[src/rtl/pe_dbuf.sv]
// rtl/pe_dbuf.sv - weight-stationary systolic PE with double-buffered weight and optional saturation
package pe_dbuf_pkg;
  typedef enum logic [1:0] {
    PASSTHROUGH = 2'b00,
    LOAD        = 2'b01,
    PROCESS     = 2'b10
  } input_mux_t;
endpackage

module pe_dbuf
  import pe_dbuf_pkg::*;
#(
  parameter int IN_W     = 8,
  parameter int ACC_W    = 32,
  parameter bit SIGNED   = 1'b1,
  parameter bit SATURATE = 1'b1
) (
  input  logic             clk_i,
  input  logic             rst_i,
  input  logic [IN_W-1:0]  left_i,
  input  logic             left_valid_i,
  input  logic [ACC_W-1:0] top_i,
  input  logic             top_valid_i,
  output logic [IN_W-1:0]  right_o,
  output logic             right_valid_o,
  output logic [ACC_W-1:0] bottom_o,
  output logic             bottom_valid_o,
  input  input_mux_t       mux_i,
  input  logic             add_zero_i,
  input  logic             swap_i,
  output logic             shadow_full_o,
  output logic             sat_o,
  input  logic             clr_sat_i
);

  if (ACC_W < 2 * IN_W) begin : g_bad_width
    $error("pe_dbuf: ACC_W must be at least 2*IN_W");
  end

  localparam int PW    = 2 * IN_W;
  localparam int SW    = ACC_W + 1;
  localparam int EXT_W = SW - PW;

  logic [IN_W-1:0]  w_a;
  logic [IN_W-1:0]  w_s;
  logic [PW-1:0]    prod;
  logic [SW-1:0]    prod_x;
  logic [SW-1:0]    add_x;
  logic [SW-1:0]    sum;
  logic [ACC_W-1:0] clamp;
  logic [ACC_W-1:0] result;
  logic             ovf;
  logic             fire;

  // Sign-extending both operands to PW bits makes the truncated product the signed product.
  always_comb begin
    prod   = {{IN_W{SIGNED & w_a[IN_W-1]}}, w_a} * {{IN_W{SIGNED & left_i[IN_W-1]}}, left_i};
    prod_x = {{EXT_W{SIGNED & prod[PW-1]}}, prod};
    add_x  = add_zero_i ? '0 : {SIGNED & top_i[ACC_W-1], top_i};
    sum    = prod_x + add_x;
    ovf    = SIGNED ? (sum[ACC_W] != sum[ACC_W-1]) : sum[ACC_W];
    if (SIGNED) begin
      clamp = sum[ACC_W] ? {1'b1, {(ACC_W-1){1'b0}}} : {1'b0, {(ACC_W-1){1'b1}}};
    end else begin
      clamp = '1;
    end
    result = (ovf && SATURATE) ? clamp : sum[ACC_W-1:0];
    fire   = left_valid_i & (add_zero_i | top_valid_i);
  end

  // Later assignments override earlier ones: a load re-fills the shadow after a swap, and a set beats a clear.
  always_ff @(posedge clk_i) begin
    if (rst_i) begin
      right_o        <= '0;
      right_valid_o  <= 1'b0;
      bottom_o       <= '0;
      bottom_valid_o <= 1'b0;
      w_a            <= '0;
      w_s            <= '0;
      shadow_full_o  <= 1'b0;
      sat_o          <= 1'b0;
    end else begin
      right_o       <= left_i;
      right_valid_o <= left_valid_i;
      if (swap_i && shadow_full_o) begin
        w_a           <= w_s;
        shadow_full_o <= 1'b0;
      end
      if (clr_sat_i) begin
        sat_o <= 1'b0;
      end
      case (mux_i)
        PASSTHROUGH: begin
          bottom_o       <= top_i;
          bottom_valid_o <= top_valid_i;
        end
        LOAD: begin
          bottom_valid_o <= 1'b0;
          if (top_valid_i) begin
            w_s           <= top_i[IN_W-1:0];
            shadow_full_o <= 1'b1;
          end
        end
        PROCESS: begin
          bottom_valid_o <= fire;
          if (fire) begin
            bottom_o <= result;
            if (ovf && SATURATE) begin
              sat_o <= 1'b1;
            end
          end
        end
        default: begin
          bottom_o       <= top_i;
          bottom_valid_o <= 1'b0;
        end
      endcase
    end
  end

endmodule

[config.mk]
export PLATFORM = sky130hd
export DESIGN_NAME = pe_dbuf
export DESIGN_NICKNAME = d
export VERILOG_FILES = /design/src/rtl/pe_dbuf.sv
export SDC_FILE = /design/constraint.sdc
export NUM_CORES = 1
export LEC_CHECK = 0
export ABC_AREA = 1
export BUFFER_PORTS_ARGS = -buffer_cell sky130_fd_sc_hd__clkbuf_2
export CAP_MARGIN = 5
export CORE_MARGIN = 1.5
export CORE_UTILIZATION = 45
export CTS_CLUSTER_DIAMETER = 50
export DETAILED_ROUTE_END_ITERATION = 12
export GPL_TIMING_DRIVEN = 1
export PLACE_DENSITY_LB_ADDON = 0.3
export SETUP_SLACK_MARGIN = 0.5
export SLEW_MARGIN = 20
export SYNTH_ARGS = -nofsm -noshare
export SYNTH_HDL_FRONTEND = slang
export SYNTH_SLANG_ARGS = --single-unit
[constraint.sdc]
create_clock -name clk_i -period 7.08 [get_ports clk_i]
set_input_delay 0 -clock clk_i [delete_from_list [all_inputs] [get_ports clk_i]]
set_output_delay 0 -clock clk_i [all_outputs]
set_load 0.01 [all_outputs]
==> results_dict.tcl <==
set metrics [dict create \
    status "complete, no violations" \
    dr.first_iter.drc_count 389 \
    area_delta_synth_final_pct 22.37 \
    period_share_pct 89.69 \
    cts_buffer_depth 2 \
    antenna_cells 0 \
    placementRows 46 \
    critical_path_class "reg2reg" \
    vias 7315 \
    wl_per_cell_um 13.76 \
    grt_pass1_wl_mm 32.88 \
    worst-endpoint-required_ns 7.27 \
    p_leak_nw 5.088 \
    maxCapViolCount 0 \
    grt_use_met1_pct 29.53 \
    dp.final_hpwl_mm 15.02 \
    layout_commonest_cell "nand2_1" \
    synth_cell_types 40 \
    path_max_fanout 7 \
    die_x_um 131.3 \
    worstSetupEndpointType "flip-flop" \
    grt_max_degree 61 \
    worstPathArrival_ns 6.54 \
    hold_viol 0 \
    path_clk_slew_ns 0.06 \
    worstMarginPinSlew_ns 0.8263 \
    ir_drop_v 0.0001460 \
    synth_area_leaders "dfxtp_1 (16%), nand2_1 (15%), fa_1 (15%), inv_1 (12%), ha_1 (9.0%)" \
    synth_fp_nets 1298 \
    design_area_um2 9061 \
    grtUsageMet2_pct 40.45 \
    critPathTopFamily "adder cells" \
    critical-path-max-stage-delay_ns 0.54 \
    rsz0062_at_grt "true" \
    grt_use_met3_pct 2.199 \
    io_pins 93 \
    slew_headroom_pct 44.72 \
    yosys_warnings 0 \
    seq_area_frac_synth_pct 16.22 \
    gp_congestion 0.9275 \
    coreArea_um2 16000 \
    hold_path_class "in2reg" \
    io_buffers 92 \
    slowest_stage "fa_1" \
    tritoncts "yes" \
    first_pass_iters 7 \
    cts_root_buf "clkbuf_16" \
    start_kind "flip-flop" \
    timing.final.max_slew_violations 0 \
    critPathBufInv 8 \
    syn_area_per_cell_um2 6.495 \
    antenna_found_initial 0 \
    wirelength_mm 20.36 \
    final-setup-viol-count 0 \
    layout_common_cells "nand2_1 (287), inv_1 (220), a21oi_1 (99)" \
    numCtsBuffers 9 \
    fp.dieArea_um2 17230 \
    routed_via_density 4.943 \
    busiest_layer "met2" \
    synth_area_um2 7405 \
    ys_ff_latch 60 \
    track_usage_pct 23.12 \
    max_freq_mhz 157.5 \
    clock_skew_ns 0.009157 \
    tns_ns 0 \
    syn_inst 1140 \
    die_y_um 131.3 \
    layout-drive-gt1-share_pct 20.02 \
    cpMostUsedCell "nand2_2" \
    postPlaceCellArea_um2 8080 \
    clk-insertion-delay-late_ns 0.35 \
    synth_top_cell_by_area "dfxtp_1" \
    fin_crit_ns 6.350 \
    ant_nets 0 \
    synth_top_area_share_pct 16.22 \
    clock_sinks 60 \
    h-tree-depth 3 \
    grt_pass1_vias 6984 \
    drc_errors 0 \
    grt_overflow_total 0 \
    pwr_density_cell_nw_per_um2 194.8 \
    start_util_pct 46.28 \
    fin_nets 1417 \
]
## final timing paths
kind             start            to  slack, ns  cells past startpoint
max             w_a[5]   bottom_o[9]       0.73                     44
min          top_i[19]  bottom_o[19]      0.007                      5
max reg2reg     w_a[5]   bottom_o[9]       0.73                     44
min reg2reg     w_s[4]        w_s[4]       0.46                      2
## per-stage QoR
stage / worst slack, ns / util (%) / std cells / hold WS (ns) / total power, mW
floorplan: 0.6145 / - / 1140 / 0.1070 / 0.9930
global placement: 0.4478 / 50.50 / 1422 / 0.2139 / 1.179
detailed placement: 0.3117 / 50.50 / 1422 / 0.2147 / 1.182
CTS: 0.5064 / 53.93 / 1460 / 0.002990 / 1.668
global route: 0.3545 / 56.63 / 1480 / 0.01227 / 1.890
finish: 0.7298 / 56.63 / 1480 / 0.007265 / 1.765
## flip-flops by register name, summed over array words and instances (netlist names)
register,cells
bottom_valid_o,1
right_o,8
sat_o,1
bottom_o,32
right_valid_o,1
w_a,8
w_s,8
shadow_full_o,1
## layer usage
metal  routed length [um]  vias up  part of all wire (%)
met5                    0        -                     0
met4                  453        0                   2.2
met3                  679       32                   3.3
met2                10070      173                    49
met1                 9164     3404                    45
li1                     -     3706                     -
## synthesized netlist by cell type, drive strengths merged
cell type	count
dfxtp	60
xnor2	13
nand4	5
o41ai	2
nand3	50
nand3b	11
o31ai	1
a21o	2
inv	233
o21ai	34
o211a	1
clkbuf	35
xor2	25
ha	53
a21oi	113
or2	1
buf	9
a31oi	3
o21bai	2
nor3	4
fa	56
clkinv	2
nor4	1
nand2	321
nor2	103
## final cells by class
| class | instances | area, um2 |
|---|---|---|
| timing repair buffer | 152 | 1051 |
| fill | 1569 | 6939 |
| sequential | 60 | 1220 |
| multi-input combinational | 801 | 5334 |
| clock buffer | 11 | 242.7 |
| clock inverter | 5 | 61.31 |
| tap | 216 | 270.3 |
| inverter | 235 | 882.1 |
## logic make-up (layout without fill, tap and decap cells)
logic type                 Yosys count  after routing  synth area share [%]
DFF                                 60             60                 16.22
xor gates and xnor gates            38             38                 4.495
and+or+nand+nor                    496            496                 29.05
adders and majority gates          109            109                 24.10
AOI/OAI and AO/OA                  158            158                 11.32
buffers and inverters              279            403                 14.82
## report_power, final
part	leakage, nW	internal, mW	switching [mW]
Sequential	0.499	0.365	0.0188
Combinational	4.45	0.363	0.555
Clock	0.138	0.283	0.180
Total	5.09	1.01	0.754
## repair_timing
item                                    in CTS  in global routing
hold buffers                                20                  0
endpoints found under the setup margin      32                 33
gates resized for setup                      7                 82
pin swaps                                    2                 32
endpoints found under the hold margin       23                  0
cloned                                       0                  3
setup buffers                                2                 17
## worst register-to-register path, delay by kind of cell (launching register included)
family | cells | cell delay (ns)
AOI/OAI and AO/OA | 5 | 0.53
and+or+nand+nor | 24 | 2.04
adders and majority gates | 6 | 2.63
xor gates and xnor gates | 1 | 0.09
DFF | 1 | 0.37
buffers and inverters | 8 | 0.52
No activity file was read; power rests on OpenSTA's default activity.
